[src/rtl/axis_bram_line_adapter.sv]
// Packs AXI-Stream words into wide BRAM lines (write) or unpacks lines onto a stream (read).
// Optional macro PARTIAL_FLUSH_EN: s_axis_tlast in write mode commits a zero-padded line and ends the command.
module axis_bram_line_adapter #(
  parameter int WORD_W         = 32,
  parameter int WORDS_PER_LINE = 4,
  parameter int ADDR_W         = 9
) (
  input  logic                               clk,
  input  logic                               rst,
  input  logic                               start,
  input  logic                               rw,
  input  logic [ADDR_W-1:0]                  base_addr,
  input  logic [ADDR_W-1:0]                  num_lines,
  output logic                               busy,
  output logic                               done,
  input  logic [WORD_W-1:0]                  s_axis_tdata,
  input  logic                               s_axis_tvalid,
  input  logic                               s_axis_tlast,
  output logic                               s_axis_tready,
  output logic [WORD_W-1:0]                  m_axis_tdata,
  output logic                               m_axis_tvalid,
  output logic                               m_axis_tlast,
  input  logic                               m_axis_tready,
  output logic                               bram_en,
  output logic                               bram_we,
  output logic [ADDR_W-1:0]                  bram_addr,
  output logic [WORD_W*WORDS_PER_LINE-1:0]   bram_din,
  input  logic [WORD_W*WORDS_PER_LINE-1:0]   bram_dout
);

  localparam int CNT_W  = $clog2(WORDS_PER_LINE);
  localparam int LINE_W = WORD_W * WORDS_PER_LINE;
  localparam logic [CNT_W-1:0]  LAST_SLOT = CNT_W'(WORDS_PER_LINE - 1);
  localparam logic [CNT_W-1:0]  CNT_ONE   = CNT_W'(1);
  localparam logic [ADDR_W:0]   LINE_ONE  = (ADDR_W + 1)'(1);
  localparam logic [ADDR_W-1:0] ADDR_ONE  = ADDR_W'(1);

  typedef enum logic [2:0] {
    IDLE, WR_FILL, WR_COMMIT, RD_REQ, RD_WAIT, RD_SEND, FIN
  } state_t;

  state_t             state;
  logic [CNT_W-1:0]   cnt;
  logic [ADDR_W:0]    line;
  logic [ADDR_W-1:0]  base_q;
  logic [ADDR_W-1:0]  num_q;
  logic [LINE_W-1:0]  line_buf;
  logic [LINE_W-1:0]  fill_line;
  logic               flush_q;
  logic               flush_hit;
  logic               last_line;
  logic [CNT_W-1:0]   cnt_nxt;
  logic [ADDR_W-1:0]  next_addr;

  assign cnt_nxt   = cnt + CNT_ONE;
  assign last_line = (line + LINE_ONE) == {1'b0, num_q};
  assign next_addr = base_q + line[ADDR_W-1:0] + ADDR_ONE;

`ifdef PARTIAL_FLUSH_EN
  assign flush_hit = s_axis_tlast;
`else
  logic unused_tlast;
  assign unused_tlast = s_axis_tlast;
  assign flush_hit    = 1'b0;
`endif

  // Line as it will look after storing the current stream word; a flush zeroes the slots above it.
  always_comb begin
    fill_line = line_buf;
    for (int i = 0; i < WORDS_PER_LINE; i++) begin
      if (i == int'(cnt))
        fill_line[i*WORD_W +: WORD_W] = s_axis_tdata;
      else if (flush_hit && i > int'(cnt))
        fill_line[i*WORD_W +: WORD_W] = '0;
    end
  end

  always_ff @(posedge clk) begin
    if (rst) begin
      state         <= IDLE;
      cnt           <= '0;
      line          <= '0;
      base_q        <= '0;
      num_q         <= '0;
      line_buf      <= '0;
      flush_q       <= 1'b0;
      busy          <= 1'b0;
      done          <= 1'b0;
      s_axis_tready <= 1'b0;
      m_axis_tdata  <= '0;
      m_axis_tvalid <= 1'b0;
      m_axis_tlast  <= 1'b0;
      bram_en       <= 1'b0;
      bram_we       <= 1'b0;
      bram_addr     <= '0;
      bram_din      <= '0;
    end else begin
      case (state)
        IDLE: begin
          done    <= 1'b0;
          cnt     <= '0;
          line    <= '0;
          flush_q <= 1'b0;
          if (start) begin
            base_q <= base_addr;
            num_q  <= num_lines;
            if (num_lines == '0) begin
              state <= FIN;
            end else if (rw) begin
              state         <= WR_FILL;
              busy          <= 1'b1;
              s_axis_tready <= 1'b1;
            end else begin
              state     <= RD_REQ;
              busy      <= 1'b1;
              bram_en   <= 1'b1;
              bram_we   <= 1'b0;
              bram_addr <= base_addr;
            end
          end
        end

        WR_FILL: begin
          if (s_axis_tvalid) begin
            line_buf <= fill_line;
            cnt      <= cnt_nxt;
            if (cnt == LAST_SLOT || flush_hit) begin
              state         <= WR_COMMIT;
              s_axis_tready <= 1'b0;
              bram_en       <= 1'b1;
              bram_we       <= 1'b1;
              bram_addr     <= base_q + line[ADDR_W-1:0];
              bram_din      <= fill_line;
              flush_q       <= flush_hit;
            end
          end
        end

        WR_COMMIT: begin
          bram_en <= 1'b0;
          bram_we <= 1'b0;
          cnt     <= '0;
          line    <= line + LINE_ONE;
          if (last_line || flush_q) begin
            state <= FIN;
            busy  <= 1'b0;
          end else begin
            state         <= WR_FILL;
            s_axis_tready <= 1'b1;
          end
        end

        RD_REQ: begin
          bram_en <= 1'b0;
          state   <= RD_WAIT;
        end

        // The read line arrives one cycle after the request and is parked in the line buffer.
        RD_WAIT: begin
          line_buf      <= bram_dout;
          cnt           <= '0;
          m_axis_tvalid <= 1'b1;
          m_axis_tdata  <= bram_dout[WORD_W-1:0];
          m_axis_tlast  <= 1'b0;
          state         <= RD_SEND;
        end

        RD_SEND: begin
          if (m_axis_tready) begin
            if (cnt == LAST_SLOT) begin
              m_axis_tvalid <= 1'b0;
              m_axis_tdata  <= '0;
              m_axis_tlast  <= 1'b0;
              cnt           <= '0;
              line          <= line + LINE_ONE;
              if (last_line) begin
                state <= FIN;
                busy  <= 1'b0;
              end else begin
                state     <= RD_REQ;
                bram_en   <= 1'b1;
                bram_addr <= next_addr;
              end
            end else begin
              cnt          <= cnt_nxt;
              m_axis_tdata <= line_buf[cnt_nxt*WORD_W +: WORD_W];
              m_axis_tlast <= (cnt_nxt == LAST_SLOT) && last_line;
            end
          end
        end

        FIN: begin
          done  <= 1'b1;
          state <= IDLE;
        end

        default: state <= IDLE;
      endcase
    end
  end

endmodule

[config.mk]
export PLATFORM = sky130hd
export DESIGN_NAME = axis_bram_line_adapter
export DESIGN_NICKNAME = d
export VERILOG_FILES = /design/src/rtl/axis_bram_line_adapter.sv
export SDC_FILE = /design/constraint.sdc
export NUM_CORES = 1
export LEC_CHECK = 0
export ABC_AREA = 1
export BUFFER_PORTS_ARGS = -buffer_cell sky130_fd_sc_hd__buf_2
export CORE_MARGIN = 8
export CORE_UTILIZATION = 44
export DETAILED_ROUTE_END_ITERATION = 8
export PLACE_DENSITY_LB_ADDON = 0.12
export SLEW_MARGIN = 20
export SYNTH_ARGS = -nofsm -noshare
export SYNTH_HDL_FRONTEND = slang
export SYNTH_SLANG_ARGS = --single-unit
[constraint.sdc]
create_clock -name clk -period 2.6 [get_ports clk]
set_input_delay 0.52 -clock clk [delete_from_list [all_inputs] [get_ports clk]]
set_output_delay 0.52 -clock clk [all_outputs]
set_load 0.005 [all_outputs]
==> reports/qor.csv <==
stage;metric;value;unit
detailed_routing;wl;67310;um
timing;clock_skew;0.02120;ns
synth;yosys_warnings;0;
setup_path;cp-end-kind;flop;
flow_run;maxCapViolCount;0;
detailed_routing;first_pass_iters;5;
setup_path;arrival;2.72;ns
synth;synth.ff_latch_count;337;
hold_path;hold_start;bram_dout[50];
global_route;grt_pass1_wl;100000;um
synth;synth_area;16340;sq um
clocking;clk_pin_slew_worst_paths;0.06;ns
setup_path;rr_startpoint;cnt[0];
clocking;htreeDepth;2;
power;power;18.26;mW
placed_design;gp_congestion;0.8963;
clocking;clockRootBuffer;clkbuf_16;
power;power_leakage;8.478;nW
placed_design;place_hpwl;48790;um
floorplan;die-area;43550;sq um
timing;tns;0;ns
timing;setup_viol;0;
synth;synth_edf_count;0;
timing;setup_ws;0.2515;ns
timing;slew_headroom;0.3670;
timing;timing.hold.ws;0.2456;ns
global_route;grt_pass1_vias;16240;
timing;period_share;0.9033;
global_route;antenna_found_initial;5;
setup_path;cp_data_required_time;2.97;ns
floorplan;coreArea;36610;sq um
setup_path;r2r-end;bram_addr[5];
run_status;status;finished clean;
setup_path;r2r_slack;0.25;ns
setup_path;startpoint_type;flop;
power;power_density;921.2;nW/um^2
finish;nNetsFinal;2834;
timing;maxSlewViolCount;0;
detailed_routing;drtIter0Drc;1756;
synth;yosysUniqueCellTypes;43;
timing;rsz0062_at_grt;no;
detailed_routing;routed-via-count;17710;
detailed_routing;drc_errors;0;
detailed_routing;via_per_inst;5.649;
floorplan;die_w;208.7;um
detailed_routing;wire_per_inst;21.47;um
floorplan;fp.dieH;208.7;um
floorplan;row_count;70;
finish;final_core_utilization;0.5414;
global_route;grtUsageTotal;0.2909;
timing;max_freq;425.8;MHz
global_route;grt.overflow.total;0;
finish;areaGrowthSynthToFinish;21.30;%
clocking;postCtsHoldBufs;0;
detailed_routing;antenna_left;0;
timing;tightest_slew;0.9495;ns
synth;ys_seq_area_frac;0.4129;
timing;finalCriticalPeriod;2.349;ns
setup_path;reg2regPathDepth;9;
global_route;grt_start_max_net_pins;185;
clocking;cts_tree;yes;
finish;layout_commonest_cell;nand2_1;
floorplan;start_util;0.4463;
synth;async_reset_ff_frac;0;
setup_path;cp_max_fo;20;
finish;final_area;19820;sq um
timing;hold_viol;0;
power;max-vdd-ir-drop;0.5594;mV
placed_design;io_buffers;359;
clocking;clock-sinks;337;
hold_path;holdPathEnd;line_buf[50];
synth;avgSynthCellArea;6.868;sq um
placed_design;place_area;18440;sq um
finish;mostFrequentLayoutCells;nand2_1 (610), o21ai_0 (388), buf_2 (358);
clocking;post_cts_buffers;0;
hold_path;hold_class;in2reg;
setup_path;setup.worst_path.class;reg2reg;
floorplan;io_pins;361;
finish;layout-drive-gt1-share;0.1887;
synth;synthCells;2379;
clocking;cts_max_path_buffers;3;
placed_design;place_inst;3060;
finish;stdcell_count;3135;
synth;syn-num-nets;2579;
placed_design;dpl_worst_slack;0.2183;ns
synth;ys.flop_type;dfxtp_1;
clocking;cts_buffers;40;
hold_path;whs_path_depth;3;
clocking;clk_latency;0.55;ns
==> worst max-delay path, stage by stage, from the launching register on <==
cell and delay [ns]:
dfxtp_2 0.53, ha_1 0.38, nand2_1 0.22, nand2_1 0.18
nand3_2 0.12, nor3b_2 0.20, nand2_1 0.13, nand3b_4 0.26
nand2_1 0.11, a21oi_1 0.06
==> Yosys cell counts (6+ instances only) <==
| library cell | instances | area share |
|---|---|---|
| a211oi_1 | 92 | 0.042 |
| a21oi_1 | 164 | 0.050 |
| a221oi_1 | 7 | 0.0038 |
| a31oi_1 | 79 | 0.030 |
| buf_1 | 6 | 0.0014 |
| buf_2 | 38 | 0.012 |
| buf_4 | 11 | 0.0051 |
| clkbuf_1 | 128 | 0.029 |
| dfxtp_1 | 337 | 0.41 |
| ha_1 | 14 | 0.011 |
| inv_1 | 132 | 0.030 |
| nand2_1 | 611 | 0.14 |
| nand3_1 | 43 | 0.013 |
| nand4_1 | 6 | 0.0023 |
| nor2_1 | 229 | 0.053 |
| nor2_2 | 6 | 0.0023 |
| nor3_1 | 22 | 0.0067 |
| o21ai_0 | 388 | 0.12 |
| o221ai_1 | 19 | 0.010 |
==> logic make-up (layout without fill, tap and decap cells) <==
logic type,count (synthesis),in the layout,share of synthesized area
AO/OA/AOI/OAI,763,763,0.2626
adder cells (fa/ha/maj),15,15,0.01195
other,0,2,0
AND/OR/NAND/NOR,940,940,0.2317
buffers and inverters,321,607,0.07919
XOR/XNOR,3,3,0.001609
flip-flops,337,337,0.4129
==> worst max path at each step <==
stage,start,end,slack [ns]
after floorplan,cnt[0],m_axis_tdata[0],0.36
after global placement,line[0],bram_addr[7],0.22
after detailed placement,line[0],bram_addr[7],0.22
after CTS,line[0],bram_addr[7],0.21
after global routing,cnt[0],bram_addr[5],0.05
final,cnt[0],bram_addr[5],0.25
==> per-layer routing <==
metal | vias up | wire [um] | global-route usage
met2 | 925 | 26380 | 0.3903
met5 | - | 30 | 0
met4 | 6 | 2128 | 0.09672
li1 | 8538 | - | -
met3 | 117 | 7398 | 0.08126
met1 | 8125 | 31380 | 0.4352
==> state kept, by name (all words and copies together) (netlist names) <==
| name | count |
|---|---|
| s_axis_tready | 1 |
| bram_din | 128 |
| line_buf | 128 |
| done | 1 |
| cnt | 2 |
| bram_addr | 9 |
| busy | 1 |
| line | 10 |
| state | 3 |
| m_axis_tdata | 32 |
| bram_en | 1 |
| m_axis_tlast | 1 |
| num_q | 9 |
| m_axis_tvalid | 1 |
| bram_we | 1 |
| base_q | 9 |
==> cell type report <==
type,instances,area [sq um]
multi-input combinational,1721,8328
tap,468,585.6
antenna,2,5.005
sequential,337,6750
clock inverter,10,142.6
clock buffer,63,1217
timing repair buffer,396,2268
inverter,138,521.8
fill,3689,16790
==> what timing repair did <==
action	in CTS	in global routing
setup endpoints to repair	0	3
gates resized for setup	0	3
hold endpoints to repair	0	0
==> where the power goes <==
part / internal [mW] / total, mW / switching (mW)
Sequential: 5.84 / 6.36 / 0.520
Combinational: 1.97 / 6.09 / 4.12
Clock: 3.52 / 5.80 / 2.29
Total: 11.3 / 18.3 / 6.93
(Power assumes the default switching activity.)
